**config.mk**
```make
export PLATFORM = sky130hd
export DESIGN_NAME = wb_fib_ctrl_multi
export DESIGN_NICKNAME = d
export VERILOG_FILES = /design/src/rtl/wb_fib_ctrl_multi.sv
export SDC_FILE = /design/constraint.sdc
export NUM_CORES = 1
export LEC_CHECK = 0
export ABC_AREA = 1
export CAP_MARGIN = 15
export CORE_ASPECT_RATIO = 2
export CORE_MARGIN = 2
export CORE_UTILIZATION = 55
export CTS_BUF_LIST = sky130_fd_sc_hd__clkbuf_8
export DETAILED_ROUTE_END_ITERATION = 6
export GPL_TIMING_DRIVEN = 0
export PLACE_DENSITY = 0.9
export SETUP_SLACK_MARGIN = 0.2
export SLEW_MARGIN = 20
export SYNTH_ARGS = -nofsm -noshare
export SYNTH_HDL_FRONTEND = slang
export SYNTH_SLANG_ARGS = --single-unit
```
**constraint.sdc**
```tcl
create_clock -name wb_clk_i -period 2.9 [get_ports wb_clk_i]
set_input_delay 0.29 -clock wb_clk_i [delete_from_list [all_inputs] [get_ports wb_clk_i]]
set_output_delay 0.29 -clock wb_clk_i [all_outputs]
set_load 0.005 [all_outputs]
```
**src/rtl/wb_fib_ctrl_multi.sv**
```systemverilog
// rtl/wb_fib_ctrl_multi.sv - Wishbone control/status block for NUM_CH Fibonacci generator channels
module wb_fib_ctrl_multi #(
    parameter logic [31:0] BASE_ADDRESS = 32'h3000_0000,
    parameter int          NUM_CH       = 2,
    parameter int          CLOCK_WIDTH  = 6,
    parameter int          VAL_WIDTH    = 30
) (
    input  logic                            wb_clk_i,
    input  logic                            reset,
    input  logic                            wbs_stb_i,
    input  logic                            wbs_cyc_i,
    input  logic                            wbs_we_i,
    input  logic [3:0]                      wbs_sel_i,
    input  logic [31:0]                     wbs_adr_i,
    input  logic [31:0]                     wbs_dat_i,
    output logic                            wbs_ack_o,
    output logic [31:0]                     wbs_dat_o,
    input  logic [NUM_CH*VAL_WIDTH-1:0]     fib_val_i,
    output logic [NUM_CH-1:0]               switch_o,
    output logic [NUM_CH*CLOCK_WIDTH-1:0]   clock_sel_o,
    output logic                            irq_o,
    output logic                            panic_o
);

    localparam logic [31:0] CONFIG_VAL = {8'h02, 8'(NUM_CH), 8'(CLOCK_WIDTH), 8'(VAL_WIDTH)};
    localparam logic [31:0] ID_VAL     = 32'h4669_626f;
    localparam logic [31:0] STAT_BITS  = 32'h0003_0000 | ((32'd1 << NUM_CH) - 32'd1);

    logic                   ack_q;
    logic [31:0]            dat_q;
    logic [31:0]            status_q;
    logic [31:0]            mask_q;
    logic [31:0]            scratch_q;
    logic                   panic_q;
    logic [NUM_CH-1:0]      switch_q;
    logic [CLOCK_WIDTH-1:0] clk_sel_q [NUM_CH];
    logic [VAL_WIDTH-1:0]   thresh_q  [NUM_CH];
    logic [VAL_WIDTH-1:0]   val_q     [NUM_CH];
    logic [NUM_CH-1:0]      hits;

    logic [31:0] off;
    logic        hit;
    logic        access;
    logic        wr;
    logic [31:0] bm;
    logic [5:0]  widx;
    logic [3:0]  ch_sel;
    logic [1:0]  ch_reg;
    logic        ch_hit;
    logic [31:0] rdata;
    logic [31:0] status_set;
    logic [31:0] status_clr;
    logic [31:0] status_d;

    function automatic logic [31:0] lane_merge(input logic [31:0] old, input logic [31:0] nw,
                                               input logic [31:0] m);
        return (old & ~m) | (nw & m);
    endfunction

    // Window check via offset so a BASE_ADDRESS near the top of the map cannot wrap.
    assign off    = wbs_adr_i - BASE_ADDRESS;
    assign hit    = wbs_cyc_i & wbs_stb_i & (wbs_adr_i >= BASE_ADDRESS) & (off < 32'h100);
    assign access = hit & ~ack_q;
    assign wr     = access & wbs_we_i;
    assign bm     = {{8{wbs_sel_i[3]}}, {8{wbs_sel_i[2]}}, {8{wbs_sel_i[1]}}, {8{wbs_sel_i[0]}}};
    assign widx   = off[7:2];
    assign ch_sel = off[7:4] - 4'd4;
    assign ch_reg = off[3:2];
    assign ch_hit = (off[7:6] != 2'b00) && ({28'b0, ch_sel} < 32'(NUM_CH));

    genvar g;
    generate
        for (g = 0; g < NUM_CH; g++) begin : g_ch
            assign clock_sel_o[g*CLOCK_WIDTH +: CLOCK_WIDTH] = clk_sel_q[g];
            assign hits[g] = switch_q[g] & (thresh_q[g] != '0) & (val_q[g] >= thresh_q[g]);
        end
    endgenerate

    always_comb begin
        rdata = '0;
        case (widx)
            6'h00:   rdata = CONFIG_VAL;
            6'h01:   rdata = ID_VAL;
            6'h02:   rdata = status_q;
            6'h03:   rdata = mask_q;
            6'h05:   rdata = scratch_q;
            6'h06:   rdata = {31'b0, panic_q};
            default: begin
                for (int c = 0; c < NUM_CH; c++) begin
                    if (ch_hit && ch_sel == 4'(c)) begin
                        case (ch_reg)
                            2'd0:    rdata = {31'b0, switch_q[c]};
                            2'd1:    rdata = 32'(clk_sel_q[c]);
                            2'd2:    rdata = 32'(val_q[c]);
                            default: rdata = 32'(thresh_q[c]);
                        endcase
                    end
                end
            end
        endcase
    end

    // Hardware sets are OR-ed after the clear so a coincident set always wins.
    always_comb begin
        status_set               = '0;
        status_set[NUM_CH-1:0]   = hits;
        status_set[16]           = wr && widx == 6'h04 && wbs_sel_i[0] && wbs_dat_i[0];
        status_set[17]           = panic_q | (wr && widx == 6'h06);
        status_clr               = (wr && widx == 6'h02) ? (wbs_dat_i & bm) : '0;
        status_d                 = ((status_q & ~status_clr) | status_set) & STAT_BITS;
    end

    always_ff @(posedge wb_clk_i) begin
        if (reset) begin
            ack_q     <= 1'b0;
            dat_q     <= '0;
            status_q  <= '0;
            mask_q    <= '0;
            scratch_q <= 32'hf00d_f00d;
            panic_q   <= 1'b0;
            switch_q  <= '1;
            for (int c = 0; c < NUM_CH; c++) begin
                clk_sel_q[c] <= CLOCK_WIDTH'(1);
                thresh_q[c]  <= '0;
                val_q[c]     <= '0;
            end
        end else begin
            ack_q    <= access;
            dat_q    <= (access && !wbs_we_i) ? rdata : '0;
            status_q <= status_d;
            for (int c = 0; c < NUM_CH; c++) begin
                val_q[c] <= fib_val_i[c*VAL_WIDTH +: VAL_WIDTH];
            end
            if (wr) begin
                case (widx)
                    6'h03:   mask_q    <= lane_merge(mask_q, wbs_dat_i, bm) & STAT_BITS;
                    6'h05:   scratch_q <= lane_merge(scratch_q, wbs_dat_i, bm);
                    6'h06:   panic_q   <= 1'b1;
                    default: begin
                        for (int c = 0; c < NUM_CH; c++) begin
                            if (ch_hit && ch_sel == 4'(c)) begin
                                case (ch_reg)
                                    2'd0: if (wbs_sel_i[0]) switch_q[c] <= wbs_dat_i[0];
                                    2'd1: clk_sel_q[c] <= CLOCK_WIDTH'(lane_merge(
                                              32'(clk_sel_q[c]), wbs_dat_i, bm));
                                    2'd3: thresh_q[c] <= VAL_WIDTH'(lane_merge(
                                              32'(thresh_q[c]), wbs_dat_i, bm));
                                    default: ;
                                endcase
                            end
                        end
                    end
                endcase
            end
        end
    end

    assign wbs_ack_o = ack_q;
    assign wbs_dat_o = dat_q;
    assign switch_o  = switch_q;
    assign panic_o   = panic_q;
    assign irq_o     = |(status_q & mask_q);

endmodule

```
# == Yosys cells after proc, flatten, opt, wreduce, memory -nomap -nowiden ==
# Memory sizes are Yosys's and may differ from the RTL's.
# Index checks and enable logic that the tools add are counted.
# totals
register_bits,76
ram_bits,132
inputBits,133
memories,3
# mem_list
name,depth,width,read_ports,rd_ports_with_merged_regs,write_ports,line_no,source
thresh_q,2,30,2,0,2,37,logic [VAL_WIDTH-1:0] thresh_q [NUM_CH];
val_q,2,30,2,0,2,38,logic [VAL_WIDTH-1:0] val_q [NUM_CH];
clk_sel_q,2,6,2,0,2,36,logic [CLOCK_WIDTH-1:0] clk_sel_q [NUM_CH];
# op_classes
n_addsub,2
order_cmp,5
n_eq_ne,10
mux,37
bitwise,37
n_reduce_logical,24
# op_table
cell,count
$pmux W32 S6,1
$pmux W30 S3,2
$mux W30,5
$and A32 B32 Y32,2
$and A30 B30 Y30,2
$ge A30 B30 Y1,2
$or A30 B30 Y30,2
$reduce_bool A30 Y1,2
$and A18 B18 Y18,3
$or A18 B18 Y18,2
$ge A32 B30 Y1 const B,1
$lt A32 B9 Y1 const B,1
$mux W32,1
$not A32 Y32,1
$or A32 B32 Y32,1
$reduce_or A32 Y1,1
$sub A32 B30 Y32 const B,1
$mux W1,25
$eq A6 B3 Y1 const B,3
$mux W18,1
$not A18 Y18,1
$and A6 B6 Y6,2
$eq A6 B2 Y1 const B,2
$mux W6,2
20 further kinds,49

# == Longest topological paths before layout ==
# depth
word_depth,11
depth_mapped,13
depth_no_buf,13

# == Worst setup path after synthesis ==
# OpenSTA, ideal clock, no wires.
# synth_timing
path_type,input to register
from,in wbs_adr_i[24]
to,mem thresh_q[0][0] (enable)
arrival_time_ns,1.715
path_slack_ns,0.798
cell_stages,7
path_cell_list,nor3_1 > nand3_1 > nor2_2 > nand2_2 > nor2_1 > nand2_1 > nand2_1
# synth_rtl
element,line_no,source
from (decl),14,"input logic [31:0] wbs_adr_i,"
to (decl),37,

# == Worst setup path after layout ==
# layout_timing
from,in wbs_adr_i[7]
to,reg dat_q[9] (netlist: wbs_dat_o[9])
# layout_between
elab_chain_len,8
# layout_lines
element,line_no,source
$sub A32 B30 Y32,61,assign off = wbs_adr_i - BASE_ADDRESS;
$sub A4 B3 Y4,67,assign ch_sel = off[7:4] - 4'd4;
$lt A4 B2 Y1,69,"assign ch_hit = (off[7:6] != 2'b00) && ({28'b0, ch_sel} < 32'(NUM_CH));"
$logic_and A1 B1 Y1,69,
$logic_and A1 B1 Y1,90,if (ch_hit && ch_sel == 4'(c)) begin
$mux W30,90,
$mux W32,90,
$pmux W32 S6,81,case (widx)
to (signal assigned),129,dat_q <= (access && !wbs_we_i) ? rdata : '0;
to (decl),30,logic [31:0] dat_q;
# Several ways; a longest one is shown, not always the timed one.
# A chain may end at the register's enable or synchronous reset.

==> summary by stage <==
Outcome
The run finished with clean final reports.

Timing
Dividing the final minimum period by the clock period gives 0.793. The final critical path time including I/O delays and setup is 2.30 ns. The final hold violation count came to 0. The normalized max-slew margin is 0.314.

The final total negative setup slack is 0 ns. For this run, the top clock speed supported by timing is 0.435 GHz. The final setup violation count is 0. The worst-case clock skew is 0.0231 ns. Setup repair after global routing left no endpoint under its margin. The final count of pins violating max slew is 0.

For the pin with the worst max-slew slack, the measured transition is 1.03 ns.

Clock tree
Post-CTS repair changed the size of 0 cells. The number of setup buffers added after CTS is 0. The CTS sink count is 208. The CTS buffer count is 29. The clock latency on the worst-skew pair is 0.59 ns. The CTS tree is done. Hold repair after CTS inserted 0 buffers. CTS built an H-tree with a depth of 1.

The tree is rooted in a sky130_fd_sc_hd__clkbuf_8. The clock tree buffer depth is 3. The clock edge transition at the registers on the reported setup and hold paths is 0.08 ns.

Place
The global placement routability congestion is 1.01. The placed wire-length estimate is 29.9 mm. The count of input and output buffers is 178.

Die
The die covers 21,000 µm². The die is 203 µm tall. The number of top-level design ports is 182. The initial standard-cell utilization of the core is 0.561.

The floorplan has 72 rows. The die is 103 µm wide. The placeable core region is 19,400 µm².

Synthesis
The Yosys step of the flow raised 0 warnings. Each instance of the synthesized netlist takes up on average 7.40 µm². Of the total synthesized cell area, the portion taken by full adders, half adders and majority gates is 0.0691.

The number of flip-flops and latches in the synthesized netlist is 208. The largest total area in the synthesized netlist belongs to sky130_fd_sc_hd__dfxtp_1. Of the total synthesized cell area, the portion taken by AND, OR, NAND and NOR gates is 0.245.

After synthesis, the share of cell area in mux cells is 0. The netlist uses 35 different library cells. The share of the synthesized area in the top cell type is 0.251.

The net count after synthesis is 1,661. The post-synthesis instance total is 1,468. The synthesized-area fraction occupied by xor and xnor cells is 0. The sequential-to-total area share from yosys stat is 0.450. The area fraction in compound gates after synthesis is 0.121. The summed instance area of the synthesized netlist is 10,900 µm². The dominant combinational cell family by area after synthesis is simple AND/OR/NAND/NOR gates. By area the synthesized netlist is led by sky130_fd_sc_hd__dfxtp_1 (25%), sky130_fd_sc_hd__edfxtp_1 (20%), sky130_fd_sc_hd__nand2_1 (11%).

Worst setup path
The kind of launch point of the worst setup path is a primary input. Walking the worst path, the cells encountered are clkdlybuf4s50_1 -> inv_1 -> nand4_1 -> inv_1 -> clkbuf_1 -> clkbuf_1 -> nand2_1 -> a31oi_1. The largest single stage delay on the critical path is 0.62 ns. On the critical path, the stage with the largest delay is an instance of sky130_fd_sc_hd__clkbuf_1. The data arrival time of the worst path is 2.77 ns. The category of the critical setup timing path is in -> reg. The number of cells traversed by the worst register-to-register path is 8. STA puts the critical path data required time at 3.37 ns.

The biggest fanout along the worst timing path is 10. The worst setup path is captured at a flop.

Drt
Detailed routing inserted a total of 11,100 vias. The post-detailed-route count of antenna-violating nets is 0. The detailed router finished its first iteration with 962 violations.

For this block, wires on met1 add up to 12.3 mm. In the routed layout, each cell is associated on average with a via count of 5.67. After detailed routing, the number of remaining DRC violations is 0. After detailed routing, the met2 layer carries 18.7 mm of wire. The routed wire length is 39.1 mm.

The average detailed-routed wire length per instance is 19.9 µm. The uppermost layer routed is met4. The length of the first detailed-routing pass in iterations is 7. After detailed routing, the met3 layer carries 3.79 mm of wire.

Global routing
For this run, the total global-route usage over all layers was measured as 0.375. The largest net degree at the start of global routing is 26. The sum of overflow across all layers after global routing is 0. The first-pass GRT wire length is 58.0 mm. The initial antenna violation count came to 0. The via count of the first global-routing pass was 11,000.

Power and ir drop
The total design power is 6.57 mW. The leakage component of the power is 6.14 nW. The power density normalized to cell area is 480 nW/µm². The maximum vdd drop is 0.360 mV.

Finish
The number of antenna diodes in the final layout is 0. Relative to the synthesized area, the layout overhead comes to 25.9%. In the final layout, flip-flops and latches occupy 4880 µm². The fraction of final layout cells sized beyond drive strength 1 is 0.0600. The final-stage net count is 1,872. The fill cell total of the finished layout is 1,569. The area of combinational cells with multiple inputs is 4730 µm².

Min path
The number of cells traversed by the worst hold path is 3. In this run the worst hold path is classified as in -> reg.

Flow run
The tool flagged a number of max-cap violations equal to 0.
==> through the flow <==
step                instance area, µm²  setup WS (ns)  utilization  std cells  hold slack [ns]
global placement                 13000         -0.383        0.669       1905            0.440
global route                     13700          0.590        0.706       1960            0.233
finish                           13700          0.601        0.706       1960            0.206
CTS                              13700          0.737        0.706       1960            0.200
floorplan                        10900          0.798            -       1468            0.397
detailed placement               13000          0.145        0.672       1907            0.445
==> power breakdown <==
group | switching [mW] | total, mW | internal, mW
combinational | 0.482 | 0.816 | 0.334
sequential | 0.0623 | 3.15 | 3.09
clock | 1.19 | 2.60 | 1.41
total | 1.73 | 6.57 | 4.83
==> routing by layer <==
metal | GRT usage | vias to the layer above
met1 | 0.379 | 4948
met4 | 0.339 | 0
met3 | 0.0726 | 263
li1 | - | 5116
met5 | 0 | -
met2 | 0.626 | 788
==> cells in the mapped netlist, drive strengths merged <==
master   instances
and3             1
and2             2
nor3            17
nor2           220
a21oi          108
clkbuf          39
o21bai           2
o2bb2ai          1
a221oi           7
nand4           30
ha              60
nor4             1
o2111ai          1
buf             23
a21o             1
o21a             2
a211oi           2
nand3           54
o21ai           85
a22o             2
o221ai           2
nand2          319
edfxtp          72
o211ai           8
clkinv           1
dfxtp          136
inv            253
a31oi           19
==> layout make-up <==
cell class / instances / share of cell area
clock inverter: 20 / 0.0146
sequential: 208 / 0.357
clock buffer: 33 / 0.0332
multi-input combinational: 944 / 0.346
inverter: 254 / 0.0697
timing repair buffer: 180 / 0.134
buffer: 62 / 0.0216
tap: 259 / 0.0237
==> final timing paths <==
path                                     from               to  slack, ns
worst min register to register           flop    wbs_dat_o[31]       0.46
worst min-delay path            fib_val_i[49]     val_q[0][49]       0.21
worst max-delay path             wbs_adr_i[7]     wbs_dat_o[9]       0.60
worst max register to register      wbs_ack_o  thresh_q[0][14]       0.73
==> worst max-delay path: cells and delay by family <==
kind	cells	cell delay [ns]
buffers and inverters	5	1.92
AND/OR/NAND/NOR	2	0.29
AO/OA/AOI/OAI	1	0.26
==> layout by cell type, fill, tap and decap left out, drive strengths merged <==
cell type / count
nand4: 30
clkbuf: 72
nand3: 54
bufinv: 4
a21o: 1
ha: 60
o21ai: 85
o21bai: 2
nor4: 1
and3: 1
dfxtp: 136
and2: 2
nand2: 319
inv: 259
o221ai: 2
a221oi: 7
a22o: 2
a31oi: 19
nor3: 17
o2bb2ai: 1
nor2: 220
clkdlybuf4s50: 178
a21oi: 108
buf: 25
o2111ai: 1
clkinv: 9
o211ai: 8
clkinvlp: 2
o21a: 2
a211oi: 2
edfxtp: 72
==> cells by family (layout without fill, tap and decap cells) <==
logic type	count (synthesis)	count (layout)
fa+ha+maj	60	60
compound gates	240	240
simple gates	644	644
flops	208	208
buf+inv	316	549
Power figures use the tool's default switching activity.
